## config.mk

```make
export PLATFORM = sky130hd
export DESIGN_NAME = key_onehot_capture
export DESIGN_NICKNAME = d
export VERILOG_FILES = /design/src/rtl/key_onehot_capture.sv
export SDC_FILE = /design/constraint.sdc
export NUM_CORES = 1
export LEC_CHECK = 0
export CAP_MARGIN = 20
export CORE_MARGIN = 2
export CORE_UTILIZATION = 29
export DETAILED_ROUTE_END_ITERATION = 7
export DONT_BUFFER_PORTS = 1
export PLACE_DENSITY = 0.55
export RECOVER_POWER = 25
export SLEW_MARGIN = 10
export SYNTH_ARGS = -nofsm -noshare
export SYNTH_HDL_FRONTEND = slang
export SYNTH_SLANG_ARGS = --single-unit
export TNS_END_PERCENT = 20
```

## constraint.sdc

```tcl
create_clock -name clk -period 1.8 [get_ports clk]
set_input_delay 0.45 -clock clk [delete_from_list [all_inputs] [get_ports clk]]
set_output_delay 0.45 -clock clk [all_outputs]
set_load 0.02 [all_outputs]
```

## src/rtl/key_onehot_capture.sv

```systemverilog
// -----------------------------------------------------------------------------
// key_onehot_capture
//   Front end for the 4-to-2 encoder stage. Four raw, bouncy, active-high
//   push buttons are each synchronized (2 flops) and debounced. Every debounced
//   press (rising edge of the stable value) loads a single held one-hot code
//   that drives the encoder's a/b/c/d inputs. This means the encoder never sees
//   more than one active input at a time.
//
// Parameters
//   DEBOUNCE_CYCLES : consecutive synchronized cycles an input must differ from
//                     its stable value before the stable value flips (2..65535)
//   CNT_W           : debounce counter width, 2**CNT_W > DEBOUNCE_CYCLES
//
// Ports
//   clk        in   system clock, rising edge
//   rst_n      in   asynchronous active-low reset
//   key_in     in   [3:0] raw buttons, bit0=a .. bit3=d
//   clr        in   synchronous clear of the held code (a press wins over it)
//   onehot_out out  [3:0] held one-hot code, 0000 = nothing held
//   valid      out  high while onehot_out is non-zero
//   press_stb  out  one-cycle pulse on the edge onehot_out is loaded
//   multi_err  out  (only with KEY_ONEHOT_MULTI_ERR_EN) one-cycle pulse
//                   alongside press_stb when two or more presses coincide
//
// Optional feature macro: KEY_ONEHOT_MULTI_ERR_EN
// -----------------------------------------------------------------------------
module key_onehot_capture #(
    parameter int DEBOUNCE_CYCLES = 4,
    parameter int CNT_W           = 16
) (
    input  logic       clk,
    input  logic       rst_n,
    input  logic [3:0] key_in,
    input  logic       clr,
    output logic [3:0] onehot_out,
    output logic       valid,
    output logic       press_stb
`ifdef KEY_ONEHOT_MULTI_ERR_EN
    ,
    output logic       multi_err
`endif
);

    typedef enum logic {
        ST_EMPTY = 1'b0,
        ST_HELD  = 1'b1
    } state_t;

    localparam logic [CNT_W-1:0] CNT_ZERO = {CNT_W{1'b0}};
    localparam logic [CNT_W-1:0] CNT_ONE  = CNT_W'(1);
    localparam logic [CNT_W-1:0] CNT_LAST = CNT_W'(DEBOUNCE_CYCLES - 1);

    logic [3:0]       sync1_r;
    logic [3:0]       sync2_r;
    logic [3:0]       q_r;
    logic [3:0]       q_d_r;
    logic [CNT_W-1:0] cnt_r [4];
    logic [3:0]       press_s;
    state_t           state_r;
    state_t           state_s;
    logic [3:0]       code_s;
    logic             stb_s;

    // Highest-index key wins when several presses land in the same cycle.
    function automatic logic [3:0] pick_highest(input logic [3:0] ev);
        logic [3:0] r;
        if (ev[3]) begin
            r = 4'b1000;
        end else if (ev[2]) begin
            r = 4'b0100;
        end else if (ev[1]) begin
            r = 4'b0010;
        end else if (ev[0]) begin
            r = 4'b0001;
        end else begin
            r = 4'b0000;
        end
        return r;
    endfunction

    // Two-flop synchronizer for the asynchronous button inputs.
    always_ff @(posedge clk or negedge rst_n) begin
        if (!rst_n) begin
            sync1_r <= 4'b0000;
            sync2_r <= 4'b0000;
        end else begin
            sync1_r <= key_in;
            sync2_r <= sync1_r;
        end
    end

    // Per-bit debounce: the stable value flips only after DEBOUNCE_CYCLES
    // consecutive mismatching samples; any match restarts the count.
    always_ff @(posedge clk or negedge rst_n) begin
        if (!rst_n) begin
            q_r <= 4'b0000;
            for (int i = 0; i < 4; i++) begin
                cnt_r[i] <= CNT_ZERO;
            end
        end else begin
            for (int i = 0; i < 4; i++) begin
                if (sync2_r[i] == q_r[i]) begin
                    cnt_r[i] <= CNT_ZERO;
                end else if (cnt_r[i] == CNT_LAST) begin
                    q_r[i]   <= sync2_r[i];
                    cnt_r[i] <= CNT_ZERO;
                end else begin
                    cnt_r[i] <= cnt_r[i] + CNT_ONE;
                end
            end
        end
    end

    // Delayed copy of the stable values for rising-edge (press) detection.
    always_ff @(posedge clk or negedge rst_n) begin
        if (!rst_n) begin
            q_d_r <= 4'b0000;
        end else begin
            q_d_r <= q_r;
        end
    end

    // Only rising edges count; releases are ignored.
    assign press_s = q_r & ~q_d_r;

    // Capture FSM next state and next output values; a press beats clr.
    always_comb begin
        state_s = state_r;
        code_s  = onehot_out;
        stb_s   = 1'b0;
        case (state_r)
            ST_EMPTY: begin
                if (press_s != 4'b0000) begin
                    state_s = ST_HELD;
                    code_s  = pick_highest(press_s);
                    stb_s   = 1'b1;
                end else begin
                    state_s = ST_EMPTY;
                    code_s  = 4'b0000;
                end
            end
            ST_HELD: begin
                if (press_s != 4'b0000) begin
                    state_s = ST_HELD;
                    code_s  = pick_highest(press_s);
                    stb_s   = 1'b1;
                end else if (clr) begin
                    state_s = ST_EMPTY;
                    code_s  = 4'b0000;
                end else begin
                    state_s = ST_HELD;
                end
            end
            default: begin
                state_s = ST_EMPTY;
                code_s  = 4'b0000;
            end
        endcase
    end

    // State register and registered outputs.
    always_ff @(posedge clk or negedge rst_n) begin
        if (!rst_n) begin
            state_r    <= ST_EMPTY;
            onehot_out <= 4'b0000;
            valid      <= 1'b0;
            press_stb  <= 1'b0;
        end else begin
            state_r    <= state_s;
            onehot_out <= code_s;
            valid      <= (state_s == ST_HELD);
            press_stb  <= stb_s;
        end
    end

`ifdef KEY_ONEHOT_MULTI_ERR_EN
    logic multi_s;

    // Two or more simultaneous presses: clearing the lowest set bit leaves
    // something behind.
    assign multi_s = (press_s & (press_s - 4'b0001)) != 4'b0000;

    // Registered coincidence flag, aligned with press_stb.
    always_ff @(posedge clk or negedge rst_n) begin
        if (!rst_n) begin
            multi_err <= 1'b0;
        end else begin
            multi_err <= multi_s;
        end
    end
`endif

endmodule

```

==> metrics.md <==
| Metric | Value |
|---|---|
| Status | `finished with violations` |
| Failing checks | `negative hold slack` |
| Mux contribution to synthesized area | `under 10%` |
| Initial Util | `between 20% and 30%` |
| Initial drt markers | `between 100 and 150` |
| Setup Skew | `between 0.007 and 0.008 ns` |
| Drt pass-1 iters | `5` |
| Ratio of cells with drive above 1 in the final layout | `8.93%` |
| Adder-cell share of the synthesized area | `under 10%` |
| Final period utilization | `88.9%` |
| Root Buffer | `clkbuf_16` |
| Detail Route Antenna Nets | `0` |
| Worst setup EP type | `flip-flop` |
| Number of max-cap violations | `0` |
| Final worst slack | `about 0.20 ns` |
| Commonest non-fill, non-tap cell in the layout | `dfrtp_1` |
| IO Count | `13` |
| Req. time, crit path | `between 2 and 2.5 ns` |
| CTS Sinks | `86` |
| Nets@finish | `slightly below 400` |
| Bufs on Longest Clock Path | `2` |
| TritonCTS Buffers | `9` |
| Syn Inst Count | `around 380` |
| Post-synthesis xor/xnor area fraction | `12.6%` |
| Die width | `roughly 120 microns` |
| Worst Setup SP | `cnt_r[37]$_DFF_PN0_` |
| Slew HR | `73.4%` |
| Worst-path maximum fanout | `7` |
| Remaining global-route overflow | `0` |
| # rows | `42` |
| Antenna violations before repair | `0` |
| Largest family of logic cells by synthesized area | `simple AND/OR/NAND/NOR gates` |
| Fin. max-slew vios | `0` |
| Synth Area in Compound Gates | `1.83%` |
| Number of synthesized register bits | `86` |
| Mapped Area | `around 0.004 sq mm` |
| First-pass GRT wire length | `approximately 13 mm` |
| Fmax | `about 620 MHz` |
| Worst Reg2Reg Path Length in Cells | `4` |
| Synthesized area per cell | `about 10 sq um` |
| Hold WC Path Type | `input pin to async pin` |
| Count of cell types in the netlist | `35` |
| Synth Area in Simple Gates | `between 20% and 30%` |
| Clock-pin slew on the worst setup and hold paths | `0.07 ns` |
| WL per Instance | `12.3 microns` |
| Die Height | `roughly 120 microns` |
| Worst slew pin tran | `between 0.3 and 0.4 ns` |
| Ant diodes | `0` |
| Seq/Total Area, Yosys | `a little under three fifths` |
| R2R Path Start | `cnt_r[37]$_DFF_PN0_` |
| Pleak | `~1.8 nW` |
| Pwr Total | `5.44 mW` |
| Worst EP arrival | `~1.9 ns` |
| Via Count | `about 2600` |
| Core ar. | `between 0.01 and 0.015 sq mm` |
| Total GRT Usage | `around 11%` |
| H-Tree Depth | `3` |
| Port Buf Inserts | `0` |
| Yosys warning count | `0` |
| Clock Latency Late Sink | `between 0.3 and 0.4 ns` |
| Power density over the cells | `~1200 mW/mm^2` |
| Syn-to-layout area delta | `15.2%` |
| Placer Congestion | `0.762` |
| WS Path Type | `flip-flop to flip-flop` |
| Setup TNS | `0 ns` |
| RSZ-0062 raised after global routing | `false` |
| Vias in the first global route | `2661` |
| Pre-CTS WS | `between 0.1 and 0.15 ns` |
| Final Setup Violations | `0` |
| DR DRC count | `0` |
| Final hold vios | `86` |
| Peak VDD IR | `between 500 and 600 uV` |
| Commonest cells after routing, fill and taps aside | `dfrtp_1 (86), nor2_1 (64), xnor2_1 (37)` |
| Syn nets | `387` |
| Minimum clock period | `1.60 ns` |
| Final Hold Slack | `-0.198 ns` |
| Setup crit start kind | `flip-flop` |
| DP HPWL | `between 4 and 5 mm` |
| Die area | `~0.014 sq mm` |
| TritonCTS clock tree | `done` |
| Vias per cell | `4.64` |
| Detailed Route WL | `~7.0 mm` |
| Largest net degree at the start of global routing | `87` |
metal layers:
layer / global-route usage, % / up-vias / wire length (microns) / part of all wire (%)
met3: 4.66 / 6 / 371 / 5.3
met4: 3.82 / 0 / 78 / 1.1
met1: 14.4 / 1267 / 3340 / 48
met2: 16.5 / 29 / 3180 / 46
li1: - / 1331 / - / -
met5: 0 / - / 0 / 0
cell type report:
| class | count | area (sq um) |
|---|---|---|
| fillers | 1324 | 8700 |
| multi-input cells | 272 | 1680 |
| well taps | 176 | 220 |
| clock buffers | 9 | 225 |
| repair buffers | 8 | 72.6 |
| inverters | 10 | 37.5 |
| clock inverters | 7 | 106 |
| flip-flops and latches | 86 | 2150 |
final timing paths:
check	to	slack (ns)
setup / recovery	cnt_r[45]$_DFF_PN0_	0.20
hold / removal	cnt_r[27]$_DFF_PN0_	-0.20
setup reg to reg	cnt_r[45]$_DFF_PN0_	0.20
hold reg to reg	sync2_r[2]$_DFF_PN0_	0.34
max in group asynchronous	cnt_r[1]$_DFF_PN0_	1.85
min in group clk	sync1_r[1]$_DFF_PN0_	0.14
Yosys cell counts:
| library cell | count | area [sq um] |
|---|---|---|
| xor2_1 | 19 | 166 |
| a2bb2o_1 | 1 | 10.0 |
| and3_1 | 5 | 31.3 |
| nand2b_1 | 6 | 37.5 |
| nand3_2 | 2 | 20.0 |
| inv_1 | 10 | 37.5 |
| nor4b_1 | 4 | 35.0 |
| mux2_2 | 4 | 45.0 |
| clkbuf_1 | 4 | 15.0 |
| nand4_4 | 1 | 21.3 |
| a21oi_1 | 4 | 20.0 |
| nand4_1 | 20 | 125 |
| a21bo_2 | 1 | 10.0 |
| o31ai_1 | 1 | 7.51 |
| nor4_1 | 20 | 125 |
| mux2i_1 | 1 | 10.0 |
| or2_0 | 1 | 6.26 |
| xnor2_1 | 37 | 324 |
| or3_1 | 3 | 18.8 |
| nor2_1 | 64 | 240 |
| clkbuf_2 | 2 | 10.0 |
| nor3_1 | 19 | 95.1 |
| buf_2 | 2 | 10.0 |
| o41ai_1 | 1 | 8.76 |
| or4_1 | 1 | 7.51 |
| o21ai_0 | 1 | 5.00 |
| nand3b_1 | 2 | 15.0 |
| a32o_1 | 1 | 10.0 |
| and4_1 | 2 | 17.5 |
| or2_2 | 2 | 12.5 |
| nand2_1 | 23 | 86.3 |
| or4b_1 | 1 | 10.0 |
| nand3_1 | 21 | 105 |
| dfrtp_1 | 86 | 2150 |
| ha_1 | 4 | 50.1 |
sequential cells by signal (all words and copies together), names as in the netlist:
register and cells:
cnt_r 64, onehot_out 4, state_r 1, sync1_r 4
sync2_r 4, q_r 4, press_stb 1, q_d_r 4
per-stage QoR:
stage / cell area (sq um) / hold WS (ns) / util, % / cells
2_1_floorplan: 3900 / 0.154 / - / 376
3_3_place_gp: 4150 / 0.158 / 31.5 / 551
3_5_place_dp: 4150 / 0.158 / 31.5 / 551
4_1_cts: 4480 / -0.213 / 34.0 / 567
5_1_grt: 4490 / -0.224 / 34.1 / 568
6_report: 4490 / -0.198 / 34.1 / 568
critical path: stages, from the launching register on:
cell	delay, ns
dfrtp_1	0.47
nand4_4	0.17
or3_1	0.41
or3_1	0.35
a21oi_1	0.14
power by group:
part	internal, mW	switching, mW	leakage, nW	total [mW]
Combinational	0.411	0.497	0.477	0.908
Clock	1.24	0.799	0.162	2.04
Sequential	2.19	0.315	1.15	2.50
Total	3.83	1.61	1.79	5.44
cell families (layout without fill, tap and decap cells):
kind of cell / count (synthesis) / after routing
AND/OR/NAND/NOR: 197 / 197
flip-flops: 86 / 86
XOR/XNOR: 56 / 56
buffers and inverters: 18 / 34
AO/OA/AOI/OAI: 10 / 10
multiplexers: 5 / 5
adder cells (fa/ha/maj): 4 / 4
what timing repair did:
item	CTS	global route
setup endpoints to repair	0	14
hold endpoints to repair	86	86
resized for setup	0	1
setup buffers	0	1
No activity file was read; power rests on OpenSTA's default activity.
